`config.mk`:
```
export PLATFORM = sky130hd
export DESIGN_NAME = u409_cia_cycle_flat
export DESIGN_NICKNAME = d
export VERILOG_FILES = /design/src/rtl/u409_cia_if.sv /design/src/rtl/u409_cia_cycle.sv /design/src/flat_wrapper.sv
export SDC_FILE = /design/constraint.sdc
export NUM_CORES = 1
export LEC_CHECK = 0
export ABC_CLOCK_PERIOD_IN_PS = 2200
export CORE_MARGIN = 1.5
export CORE_UTILIZATION = 51
export DETAILED_ROUTE_END_ITERATION = 6
export HOLD_SLACK_MARGIN = 0.15
export MAX_ROUTING_LAYER = met4
export PLACE_DENSITY = 0.79
export SLEW_MARGIN = 20
export SYNTH_ARGS = -nofsm -noshare
export SYNTH_HDL_FRONTEND = slang
export SYNTH_SLANG_ARGS = --single-unit
```
`constraint.sdc`:
```
create_clock -name bclk_i -period 2.2 [get_ports bclk_i]
set_clock_uncertainty 0.15 [all_clocks]
set_input_delay 0.22 -clock bclk_i [delete_from_list [all_inputs] [get_ports bclk_i]]
set_output_delay 0.22 -clock bclk_i [all_outputs]
set_load 0.03 [all_outputs]
```
`src/rtl/u409_cia_if.sv`:
```
// Bus bundle between the address decode / bus FSM and the CIA cycle generator.
interface u409_cia_if;
    logic ts;
    logic cia_space;
    logic rnw;
    logic e;
    logic cia_enable;
    logic cia_rnw;
    logic dle;
    logic tack;
    logic busy;

    // Decode / bus FSM side: issues requests, observes the CIA timing outputs.
    modport master (
        output ts, cia_space, rnw,
        input  e, cia_enable, cia_rnw, dle, tack, busy
    );

    // Cycle generator side.
    modport slave (
        input  ts, cia_space, rnw,
        output e, cia_enable, cia_rnw, dle, tack, busy
    );
endinterface

```
`src/rtl/u409_cia_cycle.sv`:
```
// 8520 CIA bus-cycle generator: free-running E clock divider plus an access
// sequencer that aligns each CPU request to a full E period.
module u409_cia_cycle #(
    parameter int unsigned E_LOW  = 21,
    parameter int unsigned E_HIGH = 14
) (
    input  logic        bclk_i,
    input  logic        reset_i,
    u409_cia_if.slave   cia_io
);

    localparam int unsigned P  = E_LOW + E_HIGH;
    localparam int unsigned CW = $clog2(P);

    typedef enum logic [1:0] {
        ST_IDLE   = 2'd0,
        ST_ARMED  = 2'd1,
        ST_ACTIVE = 2'd2,
        ST_ACK    = 2'd3
    } state_t;

    state_t        state_q;
    logic [CW-1:0] ecnt_q;
    logic [CW-1:0] ecnt_d;
    logic          last_c;
    logic          e_q;
    logic          e_d;
    logic          cia_enable_q;
    logic          cia_rnw_q;
    logic          dle_q;
    logic          tack_q;
    logic          busy_q;

    // Next E-counter value; E is registered from it so E tracks ECNT exactly.
    always_comb begin
        last_c = (ecnt_q == CW'(P - 1));
        ecnt_d = last_c ? '0 : ecnt_q + CW'(1);
        e_d    = (ecnt_d >= CW'(E_LOW));
    end

    // E generator and access sequencer; every output is a flop.
    always_ff @(posedge bclk_i) begin
        if (reset_i) begin
            ecnt_q       <= '0;
            e_q          <= 1'b0;
            state_q      <= ST_IDLE;
            cia_enable_q <= 1'b0;
            cia_rnw_q    <= 1'b1;
            dle_q        <= 1'b0;
            tack_q       <= 1'b0;
            busy_q       <= 1'b0;
        end else begin
            ecnt_q <= ecnt_d;
            e_q    <= e_d;
            dle_q  <= 1'b0;
            tack_q <= 1'b0;
            case (state_q)
                ST_IDLE: begin
                    // A request in the LAST cycle still waits a whole period.
                    if (cia_io.ts && cia_io.cia_space) begin
                        state_q   <= ST_ARMED;
                        cia_rnw_q <= cia_io.rnw;
                        busy_q    <= 1'b1;
                    end
                end
                ST_ARMED: begin
                    if (last_c) begin
                        state_q      <= ST_ACTIVE;
                        cia_enable_q <= 1'b1;
                    end
                end
                ST_ACTIVE: begin
                    // Read data is latched in the final E-high cycle.
                    if (cia_rnw_q && (ecnt_q == CW'(P - 2))) begin
                        dle_q <= 1'b1;
                    end
                    if (last_c) begin
                        state_q      <= ST_ACK;
                        cia_enable_q <= 1'b0;
                        cia_rnw_q    <= 1'b1;
                        tack_q       <= 1'b1;
                    end
                end
                ST_ACK: begin
                    state_q <= ST_IDLE;
                    busy_q  <= 1'b0;
                end
                default: begin
                    state_q <= ST_IDLE;
                    busy_q  <= 1'b0;
                end
            endcase
        end
    end

    assign cia_io.e          = e_q;
    assign cia_io.cia_enable = cia_enable_q;
    assign cia_io.cia_rnw    = cia_rnw_q;
    assign cia_io.dle        = dle_q;
    assign cia_io.tack       = tack_q;
    assign cia_io.busy       = busy_q;

endmodule
```
`src/flat_wrapper.sv`:
```
// flat-port wrapper written by rule: the top's interface ports become plain ports
module u409_cia_cycle_flat 
#(
    parameter int unsigned E_LOW  = 21,
    parameter int unsigned E_HIGH = 14
)
  (bclk_i, reset_i, cia_io_ts, cia_io_cia_space, cia_io_rnw, cia_io_e, cia_io_cia_enable, cia_io_cia_rnw, cia_io_dle, cia_io_tack, cia_io_busy);
  u409_cia_if cia_io_i ();
  input  logic bclk_i;
  input  logic reset_i;
  input wire logic [$bits(cia_io_i.ts)-1:0] cia_io_ts;
  input wire logic [$bits(cia_io_i.cia_space)-1:0] cia_io_cia_space;
  input wire logic [$bits(cia_io_i.rnw)-1:0] cia_io_rnw;
  output wire logic [$bits(cia_io_i.e)-1:0] cia_io_e;
  output wire logic [$bits(cia_io_i.cia_enable)-1:0] cia_io_cia_enable;
  output wire logic [$bits(cia_io_i.cia_rnw)-1:0] cia_io_cia_rnw;
  output wire logic [$bits(cia_io_i.dle)-1:0] cia_io_dle;
  output wire logic [$bits(cia_io_i.tack)-1:0] cia_io_tack;
  output wire logic [$bits(cia_io_i.busy)-1:0] cia_io_busy;
  assign cia_io_i.ts = cia_io_ts;
  assign cia_io_i.cia_space = cia_io_cia_space;
  assign cia_io_i.rnw = cia_io_rnw;
  assign cia_io_e = cia_io_i.e;
  assign cia_io_cia_enable = cia_io_i.cia_enable;
  assign cia_io_cia_rnw = cia_io_i.cia_rnw;
  assign cia_io_dle = cia_io_i.dle;
  assign cia_io_tack = cia_io_i.tack;
  assign cia_io_busy = cia_io_i.busy;
  u409_cia_cycle #(.E_LOW(E_LOW), .E_HIGH(E_HIGH)) u_core (.bclk_i(bclk_i), .reset_i(reset_i), .cia_io(cia_io_i));
endmodule
```
==> summary.txt <==
Max Cap Violations = 0
Number of global-route vias before repair = 542
Post-Synth XOR/XNOR Area = 4.44%
Hold crit path type = reg2reg
Core area = 0.00147 sq mm
RSZ-0062 raised after global routing = false
Netlist cell types = 36
Effective utilization at floorplan = 53.6%
Synth Area in Simple Gates = 20.6%
Seq/Total Area, Yosys = 35.6%
Syn_area_per_cell = 9.17 sq um
Clock-pin transition on the worst setup and hold timing paths = 90 ps
Crit path DAT = 1790 ps
Startpoint types = flop
Final Slew Violations = 0
Synth Area in Compound Gates = 20.0%
Crit path time final = 1750 ps
TritonCTS Buffers = 3
Die W = 42.3 microns
Largest net degree at the start of global routing = 12
CP Max Fanout = 11
Max_slew headroom = 71.1%
Via density per instance = 5.50
Final TNS setup = 0 ps
Setup crit end kind = flop
Initial DRC Count = 17
FMAX = 571 MHz
Mux contribution to synthesized area = 1.27%
CP Data Required Time = 2240 ps
Worst VDD drop = 0.483 mV
Fill cell count = 127
Total GRT Usage = 17.5%
RePlAce Congestion = 0.856
Synthesis-stage register bit count = 14
Status = finished clean
Critical R2R Launch = u_core.ecnt_q[2]$_SDFF_PP0_
Main synth FF type = dfxtp_1
Largest family of logic cells by synthesized area = simple AND/OR/NAND/NOR gates
LEAKAGE = 0.352 nW
Buffers on Ports = 10
Drt wl/cell = 12.2 microns
Final nets = 111
Adder-Cell Fraction of Synth Area = 12.7%
DIE HEIGHT = 42.3 microns
Die area = 0.00179 sq mm
Kind of critical path = reg2reg
Mapped Area = 788 sq um
Post-CTS Setup Bufs = 0
GR peak layer = met1
Antenna violations before repair = 0
Actual slew at the worst max-slew pin = 432 ps
Row count = 14
Async SR Flop Fraction = 0%
Final Hold Viols = 0
Clock Tree Buf Depth = 2
DRT Wirelength = 1380 microns
DP HPWL = 1000 microns
EDFF count, synth = 0
Final design utilization = 62.8%
Grt met2 use = 24.0%
Hold path startpoint = u_core.cia_io.busy$_SDFFE_PP0P_
Drt drc = 0
Mapped Nets = 99
Hold buffers post-CTS = 0
N_diodes = 0
Most frequent cells in the layout = dfxtp_1 (14), nor2_1 (12), clkdlybuf4s50_1 (10)
Sink Count = 14
CTS resizes = 0
First-pass GRT wire length = 2290 microns
Met3 Use GR = 3.88%
Skew-Pair Late Insertion Delay = 290 ps
Vias = 622
TritonCTS clock tree = yes
Post-DRT Antenna Nets = 0
IO Pins = 11
GRT overflow = 0
Final period util = 79.6%
Met1 usage = 24.5%
Clk root buf = clkbuf_4
Area grow syn2layout = 17.3%
P per Cell Area = 778 mW/mm^2
Yosys warns = 0
Layout cells sized above 1 = 11.3%
Worst setup path start = u_core.ecnt_q[2]$_SDFF_PP0_
Router iterations before antenna repair = 4
Htree depth = 1
Setup-failing EPs final = 0
Most common cell after layout, fill and taps aside = dfxtp_1
Synth Instances = 86
==> stage by stage <==
| step | hold WS [ps] | total power [mW] | setup WS, ps | std cells | cell area, sq um |
|---|---|---|---|---|---|
| global placement | 319 | 0.520 | 508 | 109 | 888 |
| global route | 405 | 0.770 | 333 | 113 | 925 |
| detailed placement | 332 | 0.532 | 493 | 109 | 888 |
| floorplan | 321 | 0.473 | 636 | 86 | 788 |
| finish | 349 | 0.720 | 448 | 113 | 925 |
| CTS | 354 | 0.724 | 450 | 113 | 925 |
==> cell usage after synthesis, drive strengths merged, types with 2 or more instances <==
master / instances / area share [%]
a21o: 2 / 2.1
inv: 6 / 2.9
buf: 2 / 2.1
nor3: 2 / 1.3
xnor2: 3 / 3.3
nand2b: 2 / 1.6
a311oi: 2 / 2.2
ha: 8 / 13
nor2: 12 / 5.7
o21ai: 2 / 1.3
nand3: 2 / 1.3
nor2b: 2 / 1.6
a31oi: 2 / 1.6
dfxtp: 14 / 36
nand2: 3 / 1.4
a21oi: 5 / 3.7
==> kinds of logic after synthesis <==
kind of cell / after synthesis
AO/OA/AOI/OAI: 21
flip-flops: 14
multiplexers: 1
AND/OR/NAND/NOR: 29
buffers and inverters: 9
adder cells (fa/ha/maj): 8
XOR/XNOR: 4
==> sequential cells by signal (all words and copies together), names as in the netlist <==
register	flops
u_core.cia_io.busy	1
u_core.cia_io.cia_enable	1
u_core.cia_io.cia_rnw	1
u_core.cia_io.dle	1
u_core.cia_io.e	1
u_core.cia_io.tack	1
u_core.ecnt_q	6
u_core.state_q	2
==> critical path: stages, from the launching register on <==
cell and delay, ps:
dfxtp_1 450, nor4b_4 470, a21oi_2 120, a2111o_1 390
o31ai_1 80
==> where the power goes <==
group | internal (mW) | total, mW | switching [mW] | leakage [nW]
combinational | 0.0994 | 0.223 | 0.123 | 0.217
sequential | 0.278 | 0.304 | 0.0264 | 0.114
clock | 0.101 | 0.193 | 0.0917 | 0.0210
==> final cells by class <==
type	instances	area, sq um	area share [%]
inverter	6	22.5	2.44
clock buffer	4	36.3	3.92
multi-input combinational	63	465	50.3
timing repair buffer	10	100	10.8
sequential	14	280	30.3
tap	16	20.0	2.17
==> layer usage <==
layer,vias to the layer above,wire (microns)
li1,323,-
met1,284,710
met2,11,599
met3,4,47
met4,0,20
met5,-,0
==> final timing paths <==
check                                    end  slack [ps]  cells past startpoint
max           u_core.state_q[0]$_SDFFE_PP0P_         450                      4
min          u_core.cia_io.busy$_SDFFE_PP0P_         350                      2
max reg2reg   u_core.state_q[0]$_SDFFE_PP0P_         450                      4
min reg2reg  u_core.cia_io.busy$_SDFFE_PP0P_         350                      2
(Power assumes the default switching activity.)
